===== src/rtl/cpu_types_pkg.sv =====
// Shared CPU/memory types: RAM handshake state and the bus arbiter FSM state.
package cpu_types_pkg;

  typedef logic [31:0] word_t;

  typedef enum logic [1:0] {
    FREE,
    BUSY,
    ACCESS,
    ERROR
  } ramstate_t;

  typedef enum logic {
    IDLE,
    SERVE
  } arbstate_t;

endpackage


===== src/rtl/arb_select.sv =====
// Combinational requester picker: D before I within a core, core rr checked before core rr+1.
module arb_select #(
  parameter int unsigned CPUS = 2
) (
  input  logic [CPUS-1:0] D,
  input  logic [CPUS-1:0] I,
  input  logic [CPUS-1:0] wen,
  input  logic            rr,
  output logic            valid,
  output logic            core,
  output logic            isData,
  output logic            isWrite
);

  // Core examined at round-robin offset k from the pointer.
  function automatic logic cidx(input logic r, input int k);
    if (CPUS == 1) return 1'b0;
    return r ^ k[0];
  endfunction

  // Walk from the lowest priority upwards so the highest-priority hit is written last.
  always_comb begin
    valid   = 1'b0;
    core    = 1'b0;
    isData  = 1'b0;
    isWrite = 1'b0;
    for (int k = int'(CPUS) - 1; k >= 0; k--) begin
      if (I[cidx(rr, k)]) begin
        valid   = 1'b1;
        core    = cidx(rr, k);
        isData  = 1'b0;
        isWrite = 1'b0;
      end
      if (D[cidx(rr, k)]) begin
        valid   = 1'b1;
        core    = cidx(rr, k);
        isData  = 1'b1;
        isWrite = wen[cidx(rr, k)];
      end
    end
  end

endmodule


===== src/rtl/memory_arbiter.sv =====
// Shared-RAM arbiter for per-core icache/dcache: one IDLE arbitration cycle, then SERVE
// until the RAM reports ACCESS or the granted requester withdraws.
module memory_arbiter
  import cpu_types_pkg::*;
#(
  parameter int unsigned CPUS = 2
) (
  input  logic                 CLK,
  input  logic                 nRST,
  input  logic      [CPUS-1:0] iREN,
  input  logic      [CPUS-1:0] dREN,
  input  logic      [CPUS-1:0] dWEN,
  input  word_t     [CPUS-1:0] iaddr,
  input  word_t     [CPUS-1:0] daddr,
  input  word_t     [CPUS-1:0] dstore,
  output logic      [CPUS-1:0] iwait,
  output logic      [CPUS-1:0] dwait,
  output word_t     [CPUS-1:0] iload,
  output word_t     [CPUS-1:0] dload,
  output logic                 ramREN,
  output logic                 ramWEN,
  output word_t                ramaddr,
  output word_t                ramstore,
  input  word_t                ramload,
  input  ramstate_t            ramstate
);

  arbstate_t state_q, state_d;
  logic      rr_q, rr_d;
  logic      core_q, core_d;
  logic      data_q, data_d;
  logic      write_q, write_d;

  logic [CPUS-1:0] dreq;
  logic            sel_valid, sel_core, sel_data, sel_write;
  logic            live_req;

  assign dreq = dREN | dWEN;

  arb_select #(
    .CPUS(CPUS)
  ) u_select (
    .D      (dreq),
    .I      (iREN),
    .wen    (dWEN),
    .rr     (rr_q),
    .valid  (sel_valid),
    .core   (sel_core),
    .isData (sel_data),
    .isWrite(sel_write)
  );

  // Request of the port currently holding the grant, sampled live.
  assign live_req = data_q ? dreq[core_q] : iREN[core_q];

  always_ff @(posedge CLK) begin
    if (!nRST) begin
      state_q <= IDLE;
      rr_q    <= 1'b0;
      core_q  <= 1'b0;
      data_q  <= 1'b0;
      write_q <= 1'b0;
    end else begin
      state_q <= state_d;
      rr_q    <= rr_d;
      core_q  <= core_d;
      data_q  <= data_d;
      write_q <= write_d;
    end
  end

  always_comb begin
    state_d = state_q;
    rr_d    = rr_q;
    core_d  = core_q;
    data_d  = data_q;
    write_d = write_q;
    unique case (state_q)
      IDLE: begin
        if (sel_valid) begin
          state_d = SERVE;
          core_d  = sel_core;
          data_d  = sel_data;
          write_d = sel_write;
        end
      end
      SERVE: begin
        if (ramstate == ACCESS) begin
          state_d = IDLE;
          rr_d    = (CPUS == 2) ? ~rr_q : 1'b0;
        end else if (!live_req) begin
          state_d = IDLE;
        end
      end
      default: state_d = IDLE;
    endcase
  end

  always_comb begin
    ramREN   = 1'b0;
    ramWEN   = 1'b0;
    ramaddr  = '0;
    ramstore = '0;
    iwait    = '1;
    dwait    = '1;
    if (state_q == SERVE) begin
      ramREN   = ~write_q;
      ramWEN   = write_q;
      ramaddr  = data_q ? daddr[core_q] : iaddr[core_q];
      ramstore = data_q ? dstore[core_q] : '0;
      if (ramstate == ACCESS) begin
        if (data_q) dwait[core_q] = 1'b0;
        else        iwait[core_q] = 1'b0;
      end
    end
  end

  always_comb begin
    iload = '0;
    dload = '0;
    for (int c = 0; c < int'(CPUS); c++) begin
      iload[c] = ramload;
      dload[c] = ramload;
    end
  end

endmodule

===== config.mk =====
export PLATFORM = sky130hd
export DESIGN_NAME = memory_arbiter
export DESIGN_NICKNAME = d
export VERILOG_FILES = /design/src/rtl/cpu_types_pkg.sv /design/src/rtl/arb_select.sv /design/src/rtl/memory_arbiter.sv
export SDC_FILE = /design/constraint.sdc
export NUM_CORES = 1
export LEC_CHECK = 0
export CAP_MARGIN = 0
export CORE_AREA = 2 2 166 168
export CTS_CLUSTER_DIAMETER = 30
export CTS_CLUSTER_SIZE = 14
export DETAILED_ROUTE_END_ITERATION = 16
export DIE_AREA = 0 0 168 170
export PLACE_DENSITY = 0.55
export SETUP_SLACK_MARGIN = 0.2
export SYNTH_ARGS = -nofsm -noshare
export SYNTH_HDL_FRONTEND = slang
export SYNTH_SLANG_ARGS = --single-unit

===== constraint.sdc =====
create_clock -name CLK -period 3.7 [get_ports CLK]
set_clock_uncertainty 0.2 [all_clocks]
set_input_delay 0.74 -clock CLK [delete_from_list [all_inputs] [get_ports CLK]]
set_output_delay 0.74 -clock CLK [all_outputs]
set_load 0.01 [all_outputs]

==> results of run 1 <==
per-stage QoR:
stage	cells	hold WS, ps	cell area (µm²)
final	802	316.2	5041
after global routing	801	338.0	5039
after global placement	796	317.0	4957
after CTS	800	322.7	5036
after detailed placement	796	318.5	4957
after floorplan	320	255.0	2838
cells in the final DEF, fill, tap and decap left out:
master / netlist / final
clkbuf_1: 4 / 1
nor2_1: 38 / 38
o31ai_1: 2 / 2
a21oi_1: 1 / 1
nand2b_1: 1 / 1
a21boi_0: 1 / 1
clkdlybuf4s50_1: 0 / 271
xnor2_1: 1 / 1
mux2i_1: 32 / 32
buf_4: 130 / 9
nand4_1: 1 / 1
inv_1: 2 / 2
diode_2: 0 / 2
o22ai_1: 1 / 1
nor2b_1: 3 / 3
a21boi_1: 1 / 1
and2_1: 35 / 35
dfxtp_1: 5 / 3
nand2_1: 7 / 7
or3_1: 1 / 1
dfxtp_2: 0 / 1
dfxtp_4: 0 / 1
o21ai_0: 2 / 2
mux4_2: 29 / 29
nand3_1: 3 / 3
mux4_1: 4 / 4
buf_12: 3 / 2
a2bb2oi_1: 1 / 1
clkbuf_16: 0 / 3
nor3_1: 2 / 2
per-layer routing:
| layer | part of all wire | up-vias | wire length [µm] |
|---|---|---|---|
| met1 | 0.33 | 1230 | 4269 |
| met5 | 0.0020 | - | 26 |
| met4 | 0.043 | 4 | 555 |
| met2 | 0.51 | 189 | 6603 |
| li1 | - | 1253 | - |
| met3 | 0.11 | 60 | 1432 |
cell families after synthesis:
logic type / Yosys count / share of synthesized area
muxes: 65 / 0.3801
buffers and inverters: 149 / 0.4017
AOI/OAI and AO/OA: 9 / 0.02116
xor gates and xnor gates: 1 / 0.003087
and+or+nand+nor: 91 / 0.1587
DFF: 5 / 0.03527
layout make-up:
class,instances,area [µm²],share of cell area
well taps,341,426.7,0.08464
inverters,2,7.507,0.001489
repair buffers,282,2820,0.5594
flip-flops and latches,5,105.1,0.02085
diodes,2,5.005,0.0009928
multi-input cells,166,1598,0.3170
clock buffers,4,78.83,0.01564
synthesized netlist by cell type, types with 3 or more instances:
| cell type | number | area (µm²) |
|---|---|---|
| buf_6 | 5 | 56.30 |
| buf_12 | 3 | 60.06 |
| nand3_1 | 3 | 15.01 |
| and2_1 | 35 | 219.0 |
| mux4_1 | 4 | 105.1 |
| nand2_1 | 7 | 26.28 |
| mux4_2 | 29 | 653.1 |
| nor2b_1 | 3 | 18.77 |
| buf_4 | 130 | 975.9 |
| clkbuf_1 | 4 | 15.01 |
| buf_2 | 5 | 25.02 |
| mux2i_1 | 32 | 320.3 |
| dfxtp_1 | 5 | 100.1 |
| nor2_1 | 38 | 142.6 |
worst max-delay path by stage:
stage                     cells past startpoint  slack [ps]           to        start
after CTS                                     5         320     iwait[0]  ramstate[1]
final                                         5         350     iwait[0]  ramstate[1]
after floorplan                               2        1370  ramaddr[19]    iaddr[51]
after detailed placement                      5         330     iwait[0]  ramstate[1]
after global placement                        5         340     iwait[0]  ramstate[1]
after global routing                          5         280     iwait[0]  ramstate[1]
worst reg2reg max path, stage by stage (launching register included):
cell and delay, ps:
dfxtp_4 580, buf_12 210, mux4_2 310, o31ai_1 240
sequential cells by signal, indices dropped and copies added, names as in the netlist:
signal	flops
core_q	1
data_q	1
rr_q	1
state_q	1
write_q	1
power groups by stage:
stage / Clock (W) / Combinational, W / Sequential (W)
3_5_place_dp: 0 / 0.000636 / 0.0000824
6_report: 0.000176 / 0.000627 / 0.0000791
3_3_place_gp: 0 / 0.000632 / 0.0000828
2_1_floorplan: 0 / 0.000403 / 0.0000648
4_1_cts: 0.000180 / 0.000638 / 0.0000815
5_1_grt: 0.000185 / 0.000671 / 0.0000822
==> results.md, run 1 <==
- Period utilization: 0.9060
- Num ports: 432
- Syn Inst Count: 320
- Clk pwr share: 0.200
- R2r endpoint: state_q
- Ys async rst share: 0
- Pwr dens: 174.9 nW/µm²
- Worst Hold End: write_q
- Core Region: 26650 µm²
- Synthesis-stage register bit count: 5
- Setup WS pre-CTS: 334.5 ps
- Area delta synth->final: 77.65%
- Largest net degree at the start of global routing: 33
- Hold Path Depth: 2
- Clock net sink count: 5
- Seq pwr share: 0.090
- RSZ-0062 raised after global routing: no
- Startpoint Class: input pin
- Post-CTS setup buffer count: 0
- Post-route minimum period: 3352 ps
- First-pass GRT wire length: 17890 µm
- R2R depth: 3
- Finished Core Util: 0.1892
- Arr. time, crit path: 2410 ps
- Max Cap Violations: 0
- Row cnt: 60
- Synthesized area per cell: 8.868 µm²
- GRT Total Usage: 0.08264
- Hold WC Path Type: reg -> reg
- Post-synthesis sequential area ratio: 0.03527
- Worst min-delay path startpoint: write_q
- F_max: 298.3 MHz
- Clock transition at the registers of the reported paths: 30 ps
- Vias in the first global route: 2852
- Syn nets: 554
- Hpwl dp: 11080 µm
- Filler Cell Count: 2956
- Drt total wl: 12890 µm
- Outcome: completed
- Met1 GRT Util: 0.08172
- Slew of the pin with the lowest slew margin: 387.9 ps
- R2R Setup Slk: 2070 ps
- Grt total ovfl: 0
- Post-CTS sizing: 0
- Crit path max-delay cell type: clkdlybuf4s50_1
- Max incr delay on CP: 500 ps
- DRT Pass-1 Iters: 4
- Grt met3 use: 0.02558
- Worst-path maximum fanout: 4
- CTS buffer count: 3
- Overall Power: 0.0008817 W
- CTS tree: yes
- Final setup TNS: 0 ps
- Die height: 170 µm
- Peak supply drop: 75.53 µV
- Root buf cell: clkbuf_16
- Synth Cell Area: 2838 µm²
- Worst setup margin: 347.8 ps
- H-tree depth: 1
- # port buffers: 271
- Worst slew margin: 0.7414
- Final nets: 694
- Dominant synthesized flop cell: dfxtp_1
- Initial core utilization: 0.1065
- Busiest metal layer after global routing: met2
- Number of distinct library cells after synthesis: 27
- Remaining antenna violation count: 0
- Final GP Congestion: 0.6962
- Switch share: 0.2903
- Max-slew violation count: 0
- Critical Path RT: 2760 ps
- Final setup viols: 0
- Delay-heaviest family, CP: buffers and inverters
- Cell with the most instances on the worst path: clkdlybuf4s50_1
- Die W: 168 µm
- Yosys Warn Count: 0
- Via count: 2736
- Fin. Hold Viols: 0
- Leak: 1.662 nW
- Crit Path Class: in -> out
- CTS Hold Bufs: 0
- CP endpoint kind: output pin
- Post-synth EDFFs: 0
- CP cell instances: clkdlybuf4s50_1 -> nor2b_1 -> nand2_1 -> or3_1 -> clkdlybuf4s50_1
- Crit path buffers/inverters: 2
- RR Startpoint: core_q
- Skew-Pair Late Insertion Delay: 230 ps
- P_int: 0.0006258 W
- Psw: 0.0002559 W
- M2 GR Usage: 0.1545
- Initial antenna violation count: 3
- Drt wl/cell: 16.07 µm
- Die area: 28560 µm²
- Layout cells sized above 1: 0.09804
- Vias per cell: 3.411
- Combinational Power Share: 0.711
- Iter 0 DRT Violations: 44
- CTS Buffer Depth: 2
- DR DRC count: 0
Note: power is estimated with default switching activity, not from simulation.
==> run 2, diff against run 1 <==
==> constraint.sdc (replaced) <==
create_clock -name CLK -period 3.7 [get_ports CLK]
set_clock_uncertainty 0.2 [all_clocks]
set_input_delay 0.74 -clock CLK [delete_from_list [all_inputs] [get_ports CLK]]
set_output_delay 0.74 -clock CLK [all_outputs]
set_load 0.02 [all_outputs]
==> run 2 against run 1 <==
- wire length down 1.7%
- cell area is 0.30% lower
- worst hold slack got worse by 3.6 ps
- core utilization shrank 0.056 points
- fmax shrank 0.79%
- non-clock buffer count down 1
- critical path type unchanged
==> results.md, run 2 (same netlist as run 1, synthesis figures left out) <==
- Clock net sink count: 5 (unchanged)
- Drt total wl: 12670 µm (-1.7%)
- Vias in the first global route: 2776 (-2.7%)
- DRT Pass-1 Iters: 4 (unchanged)
- Remaining antenna violation count: 0 (unchanged)
- F_max: 296.0 MHz (-0.79%)
- Initial core utilization: 0.1065 (unchanged)
- Area delta synth->final: 77.12%
- Max Cap Violations: 0 (unchanged)
- Skew-Pair Late Insertion Delay: 230 ps (about the same)
- Commonest non-fill, non-tap cell in the layout: clkdlybuf4s50_1
- Crit Path Class: in -> out
- Critical Path RT: 2760 ps (about the same)
- CTS Hold Bufs: 0 (unchanged)
- Commonest non-fill, non-tap cells in the layout: clkdlybuf4s50_1 (270), nor2_1 (38), and2_1 (35), mux2i_1 (32), mux4_2 (29)
- Clk pwr share: 0.191 (-0.009)
- Post-CTS setup buffer count: 0 (unchanged)
- DR DRC count: 0 (unchanged)
- Switch share: 0.3247 (+0.03439)
- Final setup viols: 0 (unchanged)
- CTS tree: yes
- Psw: 0.0003005 W (+17%)
- Arr. time, crit path: 2440 ps (+30 ps)
- Iter 0 DRT Violations: 54 (+23%)
- Fin. Hold Viols: 0 (unchanged)
- Final GP Congestion: 0.7148 (+2.7%)
- RSZ-0062 raised after global routing: no
- Layout cells sized above 1: 0.09825 (+0.0002141)
- Die area: 28560 µm² (unchanged)
- Leak: 1.659 nW (-0.21%)
- Finished Core Util: 0.1886 (-0.0005630)
- Via count: 2686 (-1.8%)
- CTS buffer count: 3 (unchanged)
- Worst-path maximum fanout: 4 (unchanged)
- Final nets: 693 (-0.14%)
- Startpoint Class: input pin
- Vias per cell: 3.362 (-1.5%)
- Hpwl dp: 10900 µm (-1.6%)
- First-pass GRT wire length: 17390 µm (-2.8%)
- Clock transition at the registers of the reported paths: 30 ps (about the same)
- P_int: 0.0006252 W (about the same)
- Design area: 5026 µm² (-0.30%)
- Pwr dens: 184.2 nW/µm² (+5.3%)
- Die W: 168 µm (unchanged)
- Root buf cell: clkbuf_16
- Outcome: completed
- Seq pwr share: 0.079 (-0.011)
- GRT Total Usage: 0.08070 (-0.001948)
- Max-slew violation count: 0 (unchanged)
- Post-DP Area: 4947 µm² (-0.20%)
- # port buffers: 271 (unchanged)
- Final setup TNS: 0 ps (unchanged)
- Initial antenna violation count: 0 (-3)
- Post-CTS sizing: 0 (unchanged)
- Drt wl/cell: 15.85 µm (-1.3%)
- Hold WC Path Type: reg -> reg
- Post-route minimum period: 3379 ps (+26.75 ps)
- H-tree depth: 1 (unchanged)
- Worst slew margin: 0.7492 (+0.007823)
- Grt total ovfl: 0 (unchanged)
- Period utilization: 0.9132 (+0.007231)
- CTS Buffer Depth: 2 (unchanged)
- Die height: 170 µm (unchanged)
- N_diodes: 0 (-2)
- Num ports: 432 (unchanged)
- Combinational Power Share: 0.731 (+0.020)
- Slew of the pin with the lowest slew margin: 376.2 ps (-11.73 ps)
- Peak supply drop: 70.35 µV (-6.9%)
- Row cnt: 60 (unchanged)
- Largest net degree at the start of global routing: 33 (unchanged)
- Core Region: 26650 µm² (unchanged)
- CP endpoint kind: output pin
-- run 2: changes by cell type in the layout (fill, tap and decap cells not counted), sizes merged --
cell,previous run,this run
clkdlybuf4s50,271,270
diode,2,0
-- run 2: routing by layer --
metal,vias to the layer above,part of all wire,GRT usage,wire [µm]
li1,1246,-,-,-
met1,1197,0.33,0.07943,4233
met2,187,0.51,0.1538,6518
met3,56,0.11,0.02349,1361
met4,0,0.044,0.04083,552
met5,-,0,0,0
-- run 2: metrics by stage --
step                      hold WS, ps  std cells  total power [W]  setup slack (ps)
final                           312.6        799        0.0009257             321.0
after global routing            331.2        799        0.0009792             205.4
after CTS                       322.9        799        0.0009446             237.1
after detailed placement        321.0        795        0.0007638             239.6
after global placement          321.5        795        0.0007594             270.0
after floorplan                 255.0        320        0.0005757              1316
-- run 2: final timing paths --
kind,cells after the start,slack (ps),startpoint,to
max,5,320,ramstate[1],iwait[0]
min,2,310,write_q,write_q
max reg2reg,4,1900,core_q,state_q
min reg2reg,2,310,write_q,write_q
-- run 2: final cells by class --
type,instances,area [µm²]
timing repair buffer,281,2810
clock buffer,4,78.83
sequential,5,105.1
fill,2937,21620
inverter,2,7.507
multi-input combinational,166,1598
tap,341,426.7
-- run 2: worst max-delay path: stages --
cell	delay, ps
clkdlybuf4s50_1	450
nor2b_1	210
nand2_1	160
or3_1	330
clkdlybuf4s50_1	550
-- run 2: power groups by stage --
| stage | Clock (W) | Combinational, W | Sequential, W |
|---|---|---|---|
| 6_report | 0.000177 | 0.000676 | 0.0000727 |
| 5_1_grt | 0.000183 | 0.000721 | 0.0000752 |
| 4_1_cts | 0.000179 | 0.000690 | 0.0000750 |
| 3_5_place_dp | 0 | 0.000688 | 0.0000758 |
| 3_3_place_gp | 0 | 0.000684 | 0.0000758 |
| 2_1_floorplan | 0 | 0.000511 | 0.0000648 |
==> run 3, diff against run 2 <==
--- a/config.mk
+++ b/config.mk
@@ -13,6 +13,7 @@
 export DIE_AREA = 0 0 168 170
 export PLACE_DENSITY = 0.55
 export SETUP_SLACK_MARGIN = 0.2
+export SLEW_MARGIN = 20
 export SYNTH_ARGS = -nofsm -noshare
 export SYNTH_HDL_FRONTEND = slang
 export SYNTH_SLANG_ARGS = --single-unit
==> results of run 3 <==
The final DEF is identical to that of run 2; final timing and power are the same.
